<file path="src/rtl/reg_file_sb_if.sv">
// Issue, write-back and read-port bundle between decoder, execute/write-back
// and the scoreboarded register file.
interface reg_file_sb_if #(
    parameter int DATA_W = 32,
    parameter int ADDR_W = 5
);
    logic [ADDR_W-1:0] rd_a_addr;
    logic [DATA_W-1:0] rd_a_data;
    logic [ADDR_W-1:0] rd_b_addr;
    logic [DATA_W-1:0] rd_b_data;
    logic              issue_valid;
    logic [ADDR_W-1:0] issue_dst;
    logic              issue_wr;
    logic [ADDR_W-1:0] issue_src_a;
    logic [ADDR_W-1:0] issue_src_b;
    logic              issue_use_b;
    logic              issue_ready;
    logic              wb_valid;
    logic [ADDR_W-1:0] wb_dst;
    logic [DATA_W-1:0] wb_data;
    logic [ADDR_W:0]   busy_count;
    logic              wb_err;

    modport master (
        output rd_a_addr, rd_b_addr, issue_valid, issue_dst, issue_wr,
               issue_src_a, issue_src_b, issue_use_b, wb_valid, wb_dst, wb_data,
        input  rd_a_data, rd_b_data, issue_ready, busy_count, wb_err
    );

    modport slave (
        input  rd_a_addr, rd_b_addr, issue_valid, issue_dst, issue_wr,
               issue_src_a, issue_src_b, issue_use_b, wb_valid, wb_dst, wb_data,
        output rd_a_data, rd_b_data, issue_ready, busy_count, wb_err
    );
endinterface

</file>
<file path="src/rtl/reg_file_sb.sv">
// Register file with write-back bypass and a per-register pending-write
// scoreboard that holds issue on RAW/WAW hazards.
module reg_file_sb #(
    parameter int DATA_W   = 32,
    parameter int ADDR_W   = 5,
    parameter bit ZERO_REG = 1'b1
) (
    input logic         clk,
    input logic         rst_n,
    reg_file_sb_if.slave bus
);
    localparam int NREGS = 1 << ADDR_W;

    logic [NREGS-1:0][DATA_W-1:0] mem;
    logic [NREGS-1:0]             busy;
    logic [NREGS-1:0]             busy_nxt;
    logic [ADDR_W:0]              cnt_q;
    logic [ADDR_W:0]              cnt_nxt;
    logic                         err_q;
    logic                         wb_zero;
    logic                         wb_we;
    logic                         wb_spur;
    logic                         clr_a;
    logic                         clr_b;
    logic                         clr_d;
    logic                         accept;

    // Reg 0 under ZERO_REG is hardwired: no reads, writes or hazards.
    assign wb_zero = ZERO_REG && (bus.wb_dst == '0);
    assign wb_we   = bus.wb_valid && !wb_zero;
    assign wb_spur = wb_we && !busy[bus.wb_dst];

    always_comb begin
        if (ZERO_REG && bus.rd_a_addr == '0)
            bus.rd_a_data = '0;
        else if (bus.wb_valid && bus.wb_dst == bus.rd_a_addr)
            bus.rd_a_data = bus.wb_data;
        else
            bus.rd_a_data = mem[bus.rd_a_addr];
    end

    always_comb begin
        if (ZERO_REG && bus.rd_b_addr == '0)
            bus.rd_b_data = '0;
        else if (bus.wb_valid && bus.wb_dst == bus.rd_b_addr)
            bus.rd_b_data = bus.wb_data;
        else
            bus.rd_b_data = mem[bus.rd_b_addr];
    end

    // A write-back landing this cycle clears the hazard it would resolve.
    assign clr_a = !busy[bus.issue_src_a] || (bus.wb_valid && bus.wb_dst == bus.issue_src_a);
    assign clr_b = !busy[bus.issue_src_b] || (bus.wb_valid && bus.wb_dst == bus.issue_src_b);
    assign clr_d = !busy[bus.issue_dst]   || (bus.wb_valid && bus.wb_dst == bus.issue_dst);

    assign bus.issue_ready = clr_a && (!bus.issue_use_b || clr_b) && (!bus.issue_wr || clr_d);
    assign accept          = bus.issue_valid && bus.issue_ready;

    // Clear before set so a same-edge issue to the same register keeps it busy.
    always_comb begin
        busy_nxt = busy;
        if (bus.wb_valid)
            busy_nxt[bus.wb_dst] = 1'b0;
        if (accept && bus.issue_wr)
            busy_nxt[bus.issue_dst] = 1'b1;
        if (ZERO_REG)
            busy_nxt[0] = 1'b0;
    end

    always_comb begin
        cnt_nxt = '0;
        for (int i = 0; i < NREGS; i++)
            cnt_nxt = cnt_nxt + {{ADDR_W{1'b0}}, busy_nxt[i]};
    end

    always_ff @(posedge clk or negedge rst_n) begin
        if (!rst_n) begin
            mem   <= '0;
            busy  <= '0;
            cnt_q <= '0;
            err_q <= 1'b0;
        end else begin
            if (wb_we)
                mem[bus.wb_dst] <= bus.wb_data;
            busy  <= busy_nxt;
            cnt_q <= cnt_nxt;
            if (wb_spur)
                err_q <= 1'b1;
        end
    end

    assign bus.busy_count = cnt_q;
    assign bus.wb_err     = err_q;
endmodule

</file>
<file path="src/flat_wrapper.sv">
// flat-port wrapper written by rule: the top's interface ports become plain ports
module reg_file_sb_flat 
#(
    parameter int DATA_W   = 32,
    parameter int ADDR_W   = 5,
    parameter bit ZERO_REG = 1'b1
)
  (clk, rst_n, bus_rd_a_addr, bus_rd_b_addr, bus_issue_valid, bus_issue_dst, bus_issue_wr, bus_issue_src_a, bus_issue_src_b, bus_issue_use_b, bus_wb_valid, bus_wb_dst, bus_wb_data, bus_rd_a_data, bus_rd_b_data, bus_issue_ready, bus_busy_count, bus_wb_err);
  reg_file_sb_if #(.DATA_W(DATA_W), .ADDR_W(ADDR_W)) bus_i ();
  input logic clk;
  input logic rst_n;
  input wire logic [$bits(bus_i.rd_a_addr)-1:0] bus_rd_a_addr;
  input wire logic [$bits(bus_i.rd_b_addr)-1:0] bus_rd_b_addr;
  input wire logic [$bits(bus_i.issue_valid)-1:0] bus_issue_valid;
  input wire logic [$bits(bus_i.issue_dst)-1:0] bus_issue_dst;
  input wire logic [$bits(bus_i.issue_wr)-1:0] bus_issue_wr;
  input wire logic [$bits(bus_i.issue_src_a)-1:0] bus_issue_src_a;
  input wire logic [$bits(bus_i.issue_src_b)-1:0] bus_issue_src_b;
  input wire logic [$bits(bus_i.issue_use_b)-1:0] bus_issue_use_b;
  input wire logic [$bits(bus_i.wb_valid)-1:0] bus_wb_valid;
  input wire logic [$bits(bus_i.wb_dst)-1:0] bus_wb_dst;
  input wire logic [$bits(bus_i.wb_data)-1:0] bus_wb_data;
  output wire logic [$bits(bus_i.rd_a_data)-1:0] bus_rd_a_data;
  output wire logic [$bits(bus_i.rd_b_data)-1:0] bus_rd_b_data;
  output wire logic [$bits(bus_i.issue_ready)-1:0] bus_issue_ready;
  output wire logic [$bits(bus_i.busy_count)-1:0] bus_busy_count;
  output wire logic [$bits(bus_i.wb_err)-1:0] bus_wb_err;
  assign bus_i.rd_a_addr = bus_rd_a_addr;
  assign bus_i.rd_b_addr = bus_rd_b_addr;
  assign bus_i.issue_valid = bus_issue_valid;
  assign bus_i.issue_dst = bus_issue_dst;
  assign bus_i.issue_wr = bus_issue_wr;
  assign bus_i.issue_src_a = bus_issue_src_a;
  assign bus_i.issue_src_b = bus_issue_src_b;
  assign bus_i.issue_use_b = bus_issue_use_b;
  assign bus_i.wb_valid = bus_wb_valid;
  assign bus_i.wb_dst = bus_wb_dst;
  assign bus_i.wb_data = bus_wb_data;
  assign bus_rd_a_data = bus_i.rd_a_data;
  assign bus_rd_b_data = bus_i.rd_b_data;
  assign bus_issue_ready = bus_i.issue_ready;
  assign bus_busy_count = bus_i.busy_count;
  assign bus_wb_err = bus_i.wb_err;
  reg_file_sb #(.DATA_W(DATA_W), .ADDR_W(ADDR_W), .ZERO_REG(ZERO_REG)) u_core (.clk(clk), .rst_n(rst_n), .bus(bus_i));
endmodule
</file>
<file path="config.mk">
export PLATFORM = sky130hd
export DESIGN_NAME = reg_file_sb_flat
export DESIGN_NICKNAME = d
export VERILOG_FILES = /design/src/rtl/reg_file_sb_if.sv /design/src/rtl/reg_file_sb.sv /design/src/flat_wrapper.sv
export SDC_FILE = /design/constraint.sdc
export NUM_CORES = 2
export LEC_CHECK = 0
export CORE_UTILIZATION = 29
export CTS_CLUSTER_DIAMETER = 150
export DETAILED_ROUTE_END_ITERATION = 12
export GPL_TIMING_DRIVEN = 0
export PLACE_DENSITY = 0.48
export SLEW_MARGIN = 20
export SYNTH_ARGS = -nofsm -noshare
export SYNTH_HDL_FRONTEND = slang
export SYNTH_SLANG_ARGS = --single-unit
</file>
<file path="constraint.sdc">
create_clock -name clk -period 6 [get_ports clk]
set_input_delay 0.9 -clock clk [delete_from_list [all_inputs] [get_ports clk]]
set_output_delay 0.9 -clock clk [all_outputs]
set_load 0.03 [all_outputs]
</file>
* Word level (Yosys, flattened, before mapping)
Cells that the tools add are included.
** Storage, ports and cells
- Bits of input ports :: 68
- Logic and storage cells :: 134
- Bits in registers :: 1062
** Cells by class
- Reduce and logical (&&, ||, !) cells :: 28
- $lt $le $gt $ge :: 8
- Bitwise logic cells :: 3
- Multiplexer cells :: 25
- Add/sub/neg operators :: 30
- Equal/unequal tests :: 5
** Operator list (count)
- bitwise mux 1024 bit :: 1
- binary-select mux 32 bit (select 5 bit) :: 2
- two-way mux 32 bit :: 9
- adder 6 x 1 -> 6 bit :: 29
- demux 32 bit (select 5 bit) :: 1
- < comparator 5 x 6 -> 1 bit (second input constant) :: 6
- bitwise AND 32 bit :: 1
- inverter 32 bit :: 1
- OR 32 bit :: 1
- == test 5 bit :: 5
- binary-select mux 1 bit (select 5 bit) :: 4
- logical NOT 5 bit :: 3
- logical AND 1 bit :: 13
- demux 1 bit (select 5 bit) :: 2
- greater-or-equal comparator 5 x 1 -> 1 bit (second input constant) :: 2
- logical NOT 1 bit :: 7
- two-way mux 1 bit :: 6
- logical OR 1 bit :: 5
- adder 1 x 1 -> 2 bit :: 1

* Longest topological paths before layout
- Depth in word-level cells :: 40
- Depth in mapped cells :: 25

* Worst setup path after synthesis
No wires, ideal clock.
- Path type :: input -> register
- Start point :: in bus_issue_dst[1]
- End point :: reg u_core.cnt_q[4], in the netlist u_core.bus.busy_count[4]
- Library setup time :: 80 ps
- Stages on the path :: 24
- Arrival time :: 7093 ps
- Path slack :: -1173 ps
- Required time :: 5920 ps
- Path through :: clkbuf_1 buf_2 mux4_2 a22oi_1 o21ai_0 o311ai_1 nand2_1 buf_4 buf_4 o21ai_1 ha_1 fa_1 fa_1 fa_1 fa_1 inv_1 fa_1 fa_1 inv_1 ha_1 fa_1 a21o_1 a21oi_1 xnor2_1
** On the way
- Cells in the longest elaborated chain, start to end :: 39
** RTL lines
- start, declared :: line flat_wrapper.sv:15 : input wire logic [$bits(bus_i.issue_dst)-1:0] bus_issue_dst;
- parallel branches: the longest is 8 deep, another holds < comparator 5 x 6 -> 1 bit
- two-way mux 32 bit (*) :: line reg_file_sb.sv:64 : if (accept && bus.issue_wr)
- named net u_core.busy_nxt[1] :: line reg_file_sb.sv:16 : logic [NREGS-1:0] busy_nxt;
- adder 1 x 1 -> 2 bit (*) :: line reg_file_sb.sv:73 : cnt_nxt = cnt_nxt + {{ADDR_W{1'b0}}, busy_nxt[i]};
- adder 6 x 1 -> 6 bit (*) (29 in series) :: line reg_file_sb.sv:73
- named net u_core.cnt_nxt[4] :: line reg_file_sb.sv:18 : logic [ADDR_W:0] cnt_nxt;
- end signal, assigned :: line reg_file_sb.sv:86 : cnt_q <= cnt_nxt;
- end, declared :: line reg_file_sb.sv:17 : logic [ADDR_W:0] cnt_q;
Mark *: on every way through the listed nets, which the timed path passes. The select of a mux whose other input is x is not followed.
A chain may end at the register's enable or synchronous reset.

* Worst setup path in the final report
- Start point :: reg u_core.busy[31]
- End point :: reg u_core.cnt_q[4], in the netlist u_core.bus.busy_count[4]
** On the way
- Cells in the longest elaborated chain, start to end :: 40
** RTL lines
- start, declared :: line reg_file_sb.sv:15 : logic [NREGS-1:0] busy;
- start signal, assigned :: line reg_file_sb.sv:85 : busy <= busy_nxt;
- binary-select mux 1 bit (select 5 bit) :: line reg_file_sb.sv:53 : assign clr_b = !busy[bus.issue_src_b] || (bus.wb_valid && bus.wb_dst == bus.issue_src_b);
- two-way mux 1 bit (not written as such) :: line reg_file_sb.sv:53
- logical NOT 1 bit :: line reg_file_sb.sv:53
- logical OR 1 bit :: line reg_file_sb.sv:53
- logical OR 1 bit :: line reg_file_sb.sv:56 : assign bus.issue_ready = clr_a && (!bus.issue_use_b || clr_b) && (!bus.issue_wr || clr_d);
- logical AND 1 bit :: line reg_file_sb.sv:56
- logical AND 1 bit (*) :: line reg_file_sb.sv:56
- logical AND 1 bit (*) :: line reg_file_sb.sv:57 : assign accept = bus.issue_valid && bus.issue_ready;
- logical AND 1 bit (*) :: line reg_file_sb.sv:64
- two-way mux 32 bit (*) :: line reg_file_sb.sv:64
- named net u_core.busy_nxt[1] :: line reg_file_sb.sv:16
- adder 1 x 1 -> 2 bit (*) :: line reg_file_sb.sv:73
- adder 6 x 1 -> 6 bit (*) (29 in series) :: line reg_file_sb.sv:73
- named net u_core.cnt_nxt[4] :: line reg_file_sb.sv:18
Mark *: on every way through the listed nets, which the timed path passes. The rest lies on a longest branch. The select of a mux whose other input is x is not followed.

==> results.md <==
- Post-synthesis register bit count: 1062
- Ranking of synthesized cells by area: dfrtp_1, mux4_2, mux2_2
- Slew Limit Fails: 0
- Pre-CTS setup slack: -2580 ps
- Leakage Power: 29.3 nW
- Largest net degree at the start of global routing: 140
- Min-delay worst type: register to register
- Post-Route WL: 282 mm
- Hold WS: 478 ps
- Final min period: 6600 ps
- DR vias: 40858
- Setup TNS: -2280 ps
- Rows: 164
- Clock Sinks: 1062
- Final hold viol count: 0
- Final setup viols: 6
- Status: finished with violations
- CTS Buf Count: 131
- First-pass GRT wire length: 377 mm
- Power per cell area: 356 nW/µm²
- Final nets: 4201
- Initial Util: 0.292
- Asr flop ratio synth: 1.00
- Mapped Area: 58600 µm²
- FMAX: 152 MHz
- Clock root buffer: clkbuf_16
- Yosys cell types: 48
- DIE WIDTH: 451 µm
- Synthesized Nets: 3879
- Logic gate share of total power: 0.277
- DRC Markers: 14
- Met1 usage: 0.348
- Violated checks: design-rule violations, negative setup slack
- Layout area overhead: 19.1%
- Ys Warns: 0
- Vias in the first global route: 41266
- Worst-path clk slew: 60 ps
- Post-route ant nets: 0
- Post-synth top cells: dfrtp_1, mux2_2, mux4_2, clkbuf_1, buf_2
- Setup crit end kind: register
- Clock skew: 13.3 ps
- Worst setup startpoint: u_core.busy[31]
- Post-Synthesis Cells: 3779
- Worst vdd ir: 0.000311 V
- Final Wtd Congestion: 0.908
- Slowest stage delay, CP: 560 ps
- RR Startpoint: u_core.busy[31]
- Maximum clock path buffer count: 3
- Clock power share: 0.337
- CTS H-tree depth: 4
- Die Ht: 451 µm
- Most common cell in the synthesized netlist: dfrtp_1
- Met2 usage in global routing: 0.414
- Initial antenna violation count: 23
- Final period utilization: 1.10
- Layout cells sized above 1: 0.544
- Die Footprint: 204000 µm²
- Post-synthesis sequential area ratio: 0.454
- Hold path start: u_core.mem[6]
- Primary FF master, synth: dfrtp_1
- Cell taking the most area after synthesis: dfrtp_1
- I/O Pins: 140
- Worst slew margin relative to its limit: 0.141
- CTS tree: done
- # port buffers: 119
- Busiest layer in global routing: met2
- Number of synthesized flops with an enable pin: 0
- Worst setup margin: -595 ps
- Pre-antenna DRT Iters: 10
- Data required time of the worst path: 6720 ps
- Area of the core: 200000 µm²
- Clk Latency, worst-skew pair: 810 ps
- CP Cell Sequence: mux4_2, mux4_2, nor2_1, a211o_1, nand2_2, buf_6, buf_8, o21ai_4, ha_4, fa_1, fa_2, fa_2, fa_2, inv_2, fa_2, fa_1, inv_2, ha_4, fa_2, a21o_1, a21oi_2, xnor2_1
- Setup CP Type: register to register
- Crit path DAT: 7320 ps
- Top cell type's share of synthesized area: 0.454
- RSZ-0062 raised after global routing: true
- First DRT Iteration DRCs: 5142
- CP delay by family, top: adder cells
- Detailed Place HPWL: 192 mm
- Fillers: 19358
- All-Layer GR Usage: 0.276
- Power Total: 0.0248 W
- Int Pwr: 0.0171 W
- Sequential share of power: 0.386
- Grt ovf: 0
- Switching Fraction: 0.310
- Syn Area/Cell: 15.5 µm²
- Post-DR vias/cell: 5.95
- Fin util: 0.348
- Worst Max-Slew Pin Slew: 1290 ps
- Switching pwr: 0.00769 W
- Crit path buf inv count: 4
- Most common cell type on the critical path: fa_2
- Met3 Track Usage GR: 0.0834
- Wire per inst: 41.1 µm
- Critical path's slowest cell: fa_2
- Number of max-cap violations: 0
- Worst Setup Start Kind: register
- Max FO, Critical Path: 6
## worst reg2reg max path: cells and delay by family (launching register included)
family | cells | cell delay [ps]
fa+ha+maj | 9 | 3720
mux | 2 | 1010
compound gates | 4 | 690
flops | 1 | 440
buf+inv | 4 | 380
simple gates | 2 | 180
xor+xnor | 1 | 120
## area by class of cell
| type | count | area [µm²] | area share |
|---|---|---|---|
| Tap cell | 2656 | 3320 | 0.0477 |
| Sequential cell | 1062 | 26600 | 0.381 |
| Buffer | 438 | 2190 | 0.0314 |
| Clock inverter | 42 | 484 | 0.00694 |
| Inverter | 34 | 128 | 0.00183 |
| Antenna cell | 7 | 17.5 | 0.000251 |
| Timing Repair Buffer | 191 | 2690 | 0.0385 |
| Multi-Input combinational cell | 2243 | 30300 | 0.435 |
| Clock buffer | 191 | 3970 | 0.0569 |
## placed cells by master, fill, tap and decap left out, types with 21 or more instances in the layout
cell | synthesis | routed
clkbuf_2 | 1 | 69
nand3_1 | 38 | 36
mux4_2 | 632 | 633
a211oi_1 | 104 | 86
nand2_1 | 42 | 32
buf_16 | 0 | 39
clkbuf_16 | 0 | 135
mux2_2 | 1001 | 1001
clkdlybuf4s50_1 | 0 | 114
nor2_1 | 89 | 81
buf_2 | 158 | 163
nor2b_1 | 21 | 21
clkbuf_1 | 216 | 157
dfrtp_1 | 1062 | 1053
clkinv_2 | 0 | 22
mux2i_1 | 113 | 113
inv_1 | 34 | 31
clkbuf_8 | 0 | 41
buf_1 | 59 | 21
buf_4 | 3 | 41
## power groups by stage
stage	logic, W	clock network [W]	registers, W
final	0.00687	0.00837	0.00958
after global routing	0.00734	0.00873	0.00975
after CTS	0.00685	0.00844	0.00953
after detailed placement	0.00660	0	0.00965
after global placement	0.00646	0	0.00965
after floorplan	0.00451	0	0.00930
## flip-flops by register name, indices dropped and copies added (netlist names)
signal and count:
u_core.mem 1024, u_core.busy 31, u_core.bus.wb_err 1, u_core.bus.busy_count 6
## final timing paths
check,end,slack [ps],cells past startpoint
setup / recovery,u_core.bus.busy_count[4],-600,22
hold / removal,u_core.mem[6],480,1
setup reg to reg,u_core.bus.busy_count[4],-600,22
hold reg to reg,u_core.mem[6],480,1
max in group asynchronous,u_core.mem[775],2790,6
min in group asynchronous,u_core.mem[826],650,2
## layer usage
layer / vias up / share of wire
met2: 2280 / 0.44
met3: 692 / 0.093
met5: - / 0.00044
li1: 15312 / -
met4: 18 / 0.072
met1: 22556 / 0.39
## metrics by stage
stage          cells  area (µm²)
2_1_floorplan   3779       58600
3_3_place_gp    6554       63100
3_5_place_dp    6606       64600
4_1_cts         6854       69600
5_1_grt         6858       69700
6_report        6864       69700
## what timing repair did
action                                  4_1_cts  5_1_grt
endpoints found under the setup margin       64       16
hold buffers                                  1        0
hold endpoints to repair                     55        0
setup buffers                                16        3
gates resized for setup                     116       38
pin swaps                                    16        8
## kinds of logic after synthesis
family	after synthesis	share of synthesized area
muxes	1747	0.455
DFF	1062	0.454
buffers and inverters	474	0.0344
and+or+nand+nor	252	0.0206
AOI/OAI and AO/OA	184	0.0220
adders and majority gates	32	0.00979
xor gates and xnor gates	28	0.00419
Power figures use the tool's default switching activity.
